===== src/rtl/sha2_pad.sv =====
// rtl/sha2_pad.sv - SHA-2 message padder: 0x80 marker, zero fill, bit-length trailer.
// Optional sticky protocol error checking is built when SHA2_PAD_ERR_EN is defined.
module sha2_pad #(
  parameter int L_WIDTH = 64
) (
  input  logic         clk_i,
  input  logic         rst_n_i,
  input  logic [1:0]   in_mode_i,
  input  logic [63:0]  in_data_i,
  input  logic [3:0]   in_bytes_i,
  input  logic         in_last_i,
  input  logic         in_valid_i,
  output logic         in_ready_o,
  output logic [63:0]  out_data_o,
  output logic         out_last_o,
  output logic         out_valid_o,
  input  logic         out_ready_i,
  output logic         err_o
);

  typedef enum logic [2:0] {S_IDLE, S_DATA, S_PAD, S_ZERO, S_LEN} state_t;

  state_t             r_state, w_state_nxt;
  logic               r_wide, w_wide_nxt;
  logic               r_first, w_first_nxt;
  logic [3:0]         r_wcnt, w_wcnt_nxt;
  logic [L_WIDTH-1:0] r_len, w_len_nxt;
  logic [63:0]        r_out_data, w_out_data_nxt;
  logic               r_out_last, w_out_last_nxt;
  logic               r_out_valid, w_out_valid_nxt;

  logic               w_load;
  logic               w_accept;
  logic               w_wide;
  logic [3:0]         w_last_idx;
  logic [3:0]         w_slot;
  logic [3:0]         w_wcnt_inc;
  logic [3:0]         w_bytes;
  logic [63:0]        w_keep;
  logic [63:0]        w_mark;
  logic [63:0]        w_padded;
  logic [63:0]        w_len_ext;
  state_t             w_mark_next;
  logic               w_unused;

  assign w_unused   = in_mode_i[0];
  assign w_load     = ~r_out_valid | out_ready_i;
  assign in_ready_o = (r_state == S_DATA) & w_load;
  assign w_accept   = in_valid_i & in_ready_o;

  // Mode is taken live on the first word of a message, latched afterwards.
  assign w_wide     = r_first ? in_mode_i[1] : r_wide;
  assign w_last_idx = w_wide ? 4'd15 : 4'd7;
  assign w_slot     = w_wide ? 4'd14 : 4'd7;
  assign w_wcnt_inc = (r_wcnt == w_last_idx) ? 4'd0 : r_wcnt + 4'd1;
  assign w_bytes    = (in_bytes_i > 4'd8) ? 4'd8 : in_bytes_i;

  assign w_keep     = ~(64'hFFFF_FFFF_FFFF_FFFF >> {w_bytes[2:0], 3'b000});
  assign w_mark     = 64'h80 << {~w_bytes[2:0], 3'b000};
  assign w_padded   = (in_data_i & w_keep) | w_mark;
  assign w_len_ext  = 64'(r_len);
  assign w_mark_next = (w_wcnt_inc == w_slot) ? S_LEN : S_ZERO;

  always_ff @(posedge clk_i or negedge rst_n_i) begin
    if (!rst_n_i) begin
      r_state     <= S_IDLE;
      r_wide      <= 1'b0;
      r_first     <= 1'b1;
      r_wcnt      <= 4'd0;
      r_len       <= '0;
      r_out_data  <= 64'd0;
      r_out_last  <= 1'b0;
      r_out_valid <= 1'b0;
    end else begin
      r_state     <= w_state_nxt;
      r_wide      <= w_wide_nxt;
      r_first     <= w_first_nxt;
      r_wcnt      <= w_wcnt_nxt;
      r_len       <= w_len_nxt;
      r_out_data  <= w_out_data_nxt;
      r_out_last  <= w_out_last_nxt;
      r_out_valid <= w_out_valid_nxt;
    end
  end

  always_comb begin
    w_state_nxt     = r_state;
    w_wide_nxt      = r_wide;
    w_first_nxt     = r_first;
    w_wcnt_nxt      = r_wcnt;
    w_len_nxt       = r_len;
    w_out_data_nxt  = r_out_data;
    w_out_last_nxt  = r_out_last;
    w_out_valid_nxt = r_out_valid;
    if (w_load) begin
      w_out_valid_nxt = 1'b0;
      w_out_last_nxt  = 1'b0;
    end
    case (r_state)
      S_IDLE: w_state_nxt = S_DATA;
      S_DATA: begin
        if (w_accept) begin
          w_out_valid_nxt = 1'b1;
          w_wcnt_nxt      = w_wcnt_inc;
          w_first_nxt     = 1'b0;
          w_wide_nxt      = w_wide;
          if (!in_last_i) begin
            w_out_data_nxt = in_data_i;
            w_len_nxt      = r_len + L_WIDTH'(64);
          end else begin
            w_len_nxt = r_len + L_WIDTH'({w_bytes, 3'b000});
            if (w_bytes == 4'd8) begin
              w_out_data_nxt = in_data_i;
              w_state_nxt    = S_PAD;
            end else begin
              w_out_data_nxt = w_padded;
              w_state_nxt    = w_mark_next;
            end
          end
        end
      end
      S_PAD: begin
        if (w_load) begin
          w_out_valid_nxt = 1'b1;
          w_out_data_nxt  = 64'h8000_0000_0000_0000;
          w_wcnt_nxt      = w_wcnt_inc;
          w_state_nxt     = w_mark_next;
        end
      end
      S_ZERO: begin
        if (w_load) begin
          w_out_valid_nxt = 1'b1;
          w_out_data_nxt  = 64'd0;
          w_wcnt_nxt      = w_wcnt_inc;
          w_state_nxt     = w_mark_next;
        end
      end
      S_LEN: begin
        if (w_load) begin
          w_out_valid_nxt = 1'b1;
          // 1024-bit blocks carry a 128-bit length; its upper word is always 0.
          if (r_wide && (r_wcnt == 4'd14)) begin
            w_out_data_nxt = 64'd0;
            w_wcnt_nxt     = 4'd15;
          end else begin
            w_out_data_nxt = w_len_ext;
            w_out_last_nxt = 1'b1;
            w_wcnt_nxt     = 4'd0;
            w_len_nxt      = '0;
            w_first_nxt    = 1'b1;
            w_state_nxt    = S_DATA;
          end
        end
      end
      default: w_state_nxt = S_IDLE;
    endcase
  end

  assign out_data_o  = r_out_data;
  assign out_last_o  = r_out_last;
  assign out_valid_o = r_out_valid;

`ifdef SHA2_PAD_ERR_EN
  logic r_err;
  logic w_err_set;

  assign w_err_set = w_accept & ((in_bytes_i > 4'd8) |
                     (in_last_i & (in_bytes_i == 4'd0) & (r_len != '0)));

  always_ff @(posedge clk_i or negedge rst_n_i) begin
    if (!rst_n_i) r_err <= 1'b0;
    else if (w_err_set) r_err <= 1'b1;
  end

  assign err_o = r_err;
`else
  assign err_o = 1'b0;
`endif

endmodule

===== config.mk =====
export PLATFORM = sky130hd
export DESIGN_NAME = sha2_pad
export DESIGN_NICKNAME = d
export VERILOG_FILES = /design/src/rtl/sha2_pad.sv
export SDC_FILE = /design/constraint.sdc
export NUM_CORES = 1
export LEC_CHECK = 0
export BUFFER_PORTS_ARGS = -buffer_cell sky130_fd_sc_hd__buf_2
export CAP_MARGIN = 5
export CORE_MARGIN = 2
export CORE_UTILIZATION = 35
export CTS_BUF_LIST = sky130_fd_sc_hd__clkbuf_16
export DETAILED_ROUTE_END_ITERATION = 8
export PLACE_DENSITY = 0.6
export RECOVER_POWER = 25
export SLEW_MARGIN = 10
export SYNTH_ARGS = -nofsm -noshare
export SYNTH_HDL_FRONTEND = slang
export SYNTH_SLANG_ARGS = --single-unit

===== constraint.sdc =====
create_clock -name clk_i -period 2.5 [get_ports clk_i]
set_input_delay 0.5 -clock clk_i [delete_from_list [all_inputs] [get_ports clk_i]]
set_output_delay 0.5 -clock clk_i [all_outputs]
set_load 0.02 [all_outputs]

Word-level counts from Yosys, hierarchy flattened:

Index checks and enable logic that the tools add are counted.

* output and inout port bits: 68
* input bits: 75
* flip-flop bits (word level): 139

* reductions and logical operators: 12
* muxes and demuxes: 43
* bitwise logic cells: 8
* $lt $le $gt $ge: 1
* shifts and indexed selects: 2
* add/sub/neg operators: 3
* equality and inequality tests: 15

Operators with widths (count)
* 2-to-1 mux 64 bit: 11
* case mux 64 bit (4 select lines): 1
* case mux 64 bit (2 select lines): 1
* adder 64 x 7 -> 64 bit: 1
* adder 64 x 7 -> 64 bit (second input constant): 1
* AND 64 bit: 1
* NOT 64 bit: 1
* OR 64 bit: 1
* << shifter 8 x 6 -> 64 bit (first input constant): 1
* right shift 64 x 6 -> 64 bit (first input constant): 1
* 2-to-1 mux 4 bit: 8
* 2-to-1 mux 3 bit: 7
* inequality test 2 bit (second input constant): 6
* case mux 3 bit (4 select lines): 1
* case mux 4 bit (3 select lines): 1
* 2-to-1 mux 1 bit: 11
* AND reduction 5 bit: 2
* == test 4 bit: 2
* == test 4 bit (second input constant): 2
* AND reduction 4 bit: 2
* == test 3 x 2 -> 1 bit (second input constant): 2
* adder 4 x 1 -> 4 bit (second input constant): 1
* > comparator 4 bit (second input constant): 1
* case mux 1 bit (2 select lines): 2
* 15 further kinds: 16

Logic depth before layout (Yosys ltp):

* word-level depth: 10
* gate-level depth with buffers: 11
* depth with buffers taken out: 9

Worst setup path before layout:

No wires, ideal clock.

* path type: input to register
* start point: in in_bytes_i[0]
* end point: reg r_len[15]
* library setup time: 78 ps
* arrival: 2693 ps
* data required time: 2422 ps
* setup slack: -271 ps
* stages on the path: 11
* path through: clkbuf_1 nor2b_1 ha_1 inv_1 fa_1 nor2b_1 o21a_1 o21ai_0 clkbuf_1 or4_1 a21oi_1

* word-level cells in the longest chain between the ends: 6

RTL lines
* start: declaration: RTL line 10 `input logic [3:0] in_bytes_i,`
* > comparator 4 bit: RTL line 56 `assign w_bytes = (in_bytes_i > 4'd8) ? 4'd8 : in_bytes_i;`
* 2-to-1 mux 4 bit (*): RTL line 56
* adder 64 x 7 -> 64 bit (*): RTL line 111 `w_len_nxt = r_len + L_WIDTH'({w_bytes, 3'b000});`
* 2-to-1 mux 64 bit (*): RTL line 107 `if (!in_last_i) begin`
* 2-to-1 mux 64 bit (*): RTL line 102 `if (w_accept) begin`
* case mux 64 bit (2 select lines) (*): RTL line 99 `case (r_state)`
* end signal: assignment: RTL line 79 `r_len <= w_len_nxt;`
* end: declaration: RTL line 27 `logic [L_WIDTH-1:0] r_len, w_len_nxt;`

Every way passes the cells marked *; elsewhere a longest branch is shown, timed or not. The select of a mux whose other input is x is not followed.
A chain may end at the register's enable or synchronous reset.

Final worst setup path:

* start point: reg r_out_valid, in the netlist out_valid_o
* end point: out in_ready_o

* word-level cells in the longest chain between the ends: 3

RTL lines
* start: declaration: RTL line 30 `logic r_out_valid, w_out_valid_nxt;`
* start signal: assignment: RTL line 82 `r_out_valid <= w_out_valid_nxt;`
* NOT 1 bit: RTL line 47 `assign w_load = ~r_out_valid | out_ready_i;`
* OR 1 bit: RTL line 47
* AND 1 bit: RTL line 48 `assign in_ready_o = (r_state == S_DATA) & w_load;`
* end: declaration: RTL line 13 `output logic in_ready_o,`

Every way passes these cells.

==> results.cfg <==
[sta]
max_freq_ghz = 0.431
slew_headroom = 0.188
setup_viol = 0
setup_tns_ps = 0
tightest_slew_ps = 1220
holdWs_ps = 295
layout_min_cycle_time_ps = 2320
fin_skew_ps = 9.17
rsz0062_at_grt = false
drv_slew = 0
hold_violations = 0
worst_slack_ps = 178
fin_crit_sh = 0.929

[route]
drt_wl_total_mm = 25.2
routedWlPerCell_um = 18.9
first_iter_violations = 774
via_per_inst = 5.81
drc = 0
vias = 7769
final_antenna_net_count = 0
drt-pass1-iter-count = 5

[power]
ir_worst_vdd_uv = 375
p_switching_uw = 4120
combinationalPowerShare = 0.415
clockPowerShare = 0.249
p_seq_frac = 0.335
leakage_uw = 0.00433
p_sw_frac = 0.421
p_per_area_nw_per_um2 = 993
power_uw = 9780
p_int_uw = 5660

[clock_tree]
cts_tree = done
clockBufferDepth = 2
numCtsBuffers = 17
root_buffer = clkbuf_16
clock_latency_ps = 430
cts_sinks = 136
cts_hold_buf = 0
clkSlewWorstSetupHoldPaths_ps = 70
htreeDepth = 4

[final_layout]
fin_nets = 1128
area_growth_pct = 26.5
antennaDiodeCount = 0
drive_gt1_frac = 0.267
post-route-util = 0.451

[global_routing]
track_usage = 0.216
grt_pass1_wl_mm = 40.6
grt_pass1_vias = 7204
grt_max_degree = 79
antenna_found_initial = 0
grt_overflow = 0

[floorplanning]
core_area_um2 = 21800
dieHeight_um = 153
die_area_um2 = 23500
row_count = 54
die_w_um = 153
io_pins = 143
initial_core_util = 0.357

[yosys]
yosysTopAreaCell = dfrtp_1
yosys-top-cells-area = dfrtp_1 43%, nor2_1 6.3%, a221oi_1 5.2%
yosysMostFrequentCell = dfrtp_1
yosysTopAreaCellShare = 0.434
synth_common_cells = 135 x dfrtp_1, 130 x nor2_1, 92 x nand2_1
ys_seq_elements = 136
seq_area_frac_synth = 0.437
synthArstFlopShare = 1.00
synth_cell_types = 75
synth.avg_cell_area_um2 = 8.88
yosys_warnings = 0
synth_ff_type = dfrtp_1
synthesis.area_um2 = 7790
synth_nets = 960
syn_inst = 877
synth-edff-count = 0

[placed_design]
portBuffers = 140
dpl_worst_slack_ps = -253
dpl.hpwl_mm = 18.1
gp_congestion = 0.905

[worst_hold_path]
hold_class = in2async

[critical_path]
setup.worst_path.end_class = primary output
worstPathRequired_ps = 2000
path_max_fanout = 5
start_kind = flip-flop
arrival_ps = 1820
path_class = reg2out

[run]
max-cap-violations = 0

[run_status]
status = finished, final reports clean
layer usage:
layer	part of all wire	vias to the layer above	track usage
met4	0.012	0	0.0516
met3	0.060	31	0.0417
met2	0.44	253	0.321
met1	0.48	3833	0.325
li1	-	3652	-
met5	0	-	0
final timing paths:
| check | from | to | slack (ps) | depth (start not counted) |
|---|---|---|---|---|
| worst max-delay path | out_valid_o | in_ready_o | 180 | 5 |
| worst min-delay path | rst_n_i | out_data_o[13] | 300 | 1 |
| worst max register to register | r_wcnt[0] | r_len[22] | 180 | 8 |
| worst min register to register | out_data_o[2] | out_data_o[2] | 460 | 2 |
| max in group asynchronous | rst_n_i | r_len[36] | 690 | 2 |
| min in group clk_i | in_data_i[1] | out_data_o[1] | 300 | 3 |
stage by stage:
stage	cell area, µm²	std cells
6_report	9850	1338
3_5_place_dp	9310	1306
3_3_place_gp	9310	1306
5_1_grt	9850	1338
2_1_floorplan	7830	877
4_1_cts	9860	1338
cell families after synthesis:
| kind of cell | synth area share |
|---|---|
| and+or+nand+nor | 0.281 |
| buffers and inverters | 0.0403 |
| AOI/OAI and AO/OA | 0.201 |
| adders and majority gates | 0.0138 |
| other | 0.000482 |
| xor gates and xnor gates | 0.00450 |
| muxes | 0.0212 |
| DFF | 0.437 |
timing repair:
item,CTS,global route
endpoints found under the setup margin,0,11
gates resized for setup,0,5
endpoints found under the hold margin,0,0
buffers inserted,0,0
area by class of cell:
class,count,area [µm²]
clock buffer,17,425
clock inverter,15,133
fill,2156,12000
inverter,12,45.0
multi-input combinational,666,4120
sequential,136,3410
tap,280,350
timing repair buffer,212,1370
power groups by stage:
stage          registers, µW  logic [µW]  clock network (µW)
2_1_floorplan           3850        1970                   0
4_1_cts                 3280        4080                2480
5_1_grt                 3370        4480                2580
3_5_place_dp            3310        4070                   0
3_3_place_gp            3310        4010                   0
6_report                3280        4060                2440
worst max-delay path, cell delays in order, from the launching register on:
cell and delay, ps:
dfrtp_1 390, nor2b_1 160, buf_4 170, nor2_1 310
and2_1 200, buf_2 170
placed cells by master, fill, tap and decap left out, types with 7 or more instances in the layout:
cell,n
buf_2,139
dfrtp_1,134
nor2_1,129
nand2_1,91
buf_4,58
a221oi_1,46
a21oi_1,36
o21ai_0,32
nand4_1,31
nand3_1,29
o31ai_1,26
or4_1,23
nand2b_1,20
clkbuf_16,17
nor4_1,16
nor3_1,14
a31oi_1,14
mux2i_1,12
inv_1,11
buf_12,11
nor2b_1,9
and4_1,9
and3_1,9
or3_1,7
a32oi_1,7
sequential cells by signal, summed over array words and instances, names as in the netlist:
name / count
out_data_o: 64
out_last_o: 1
out_valid_o: 1
r_first: 1
r_len: 61
r_state: 3
r_wcnt: 4
r_wide: 1
No activity file was read; power rests on OpenSTA's default activity.
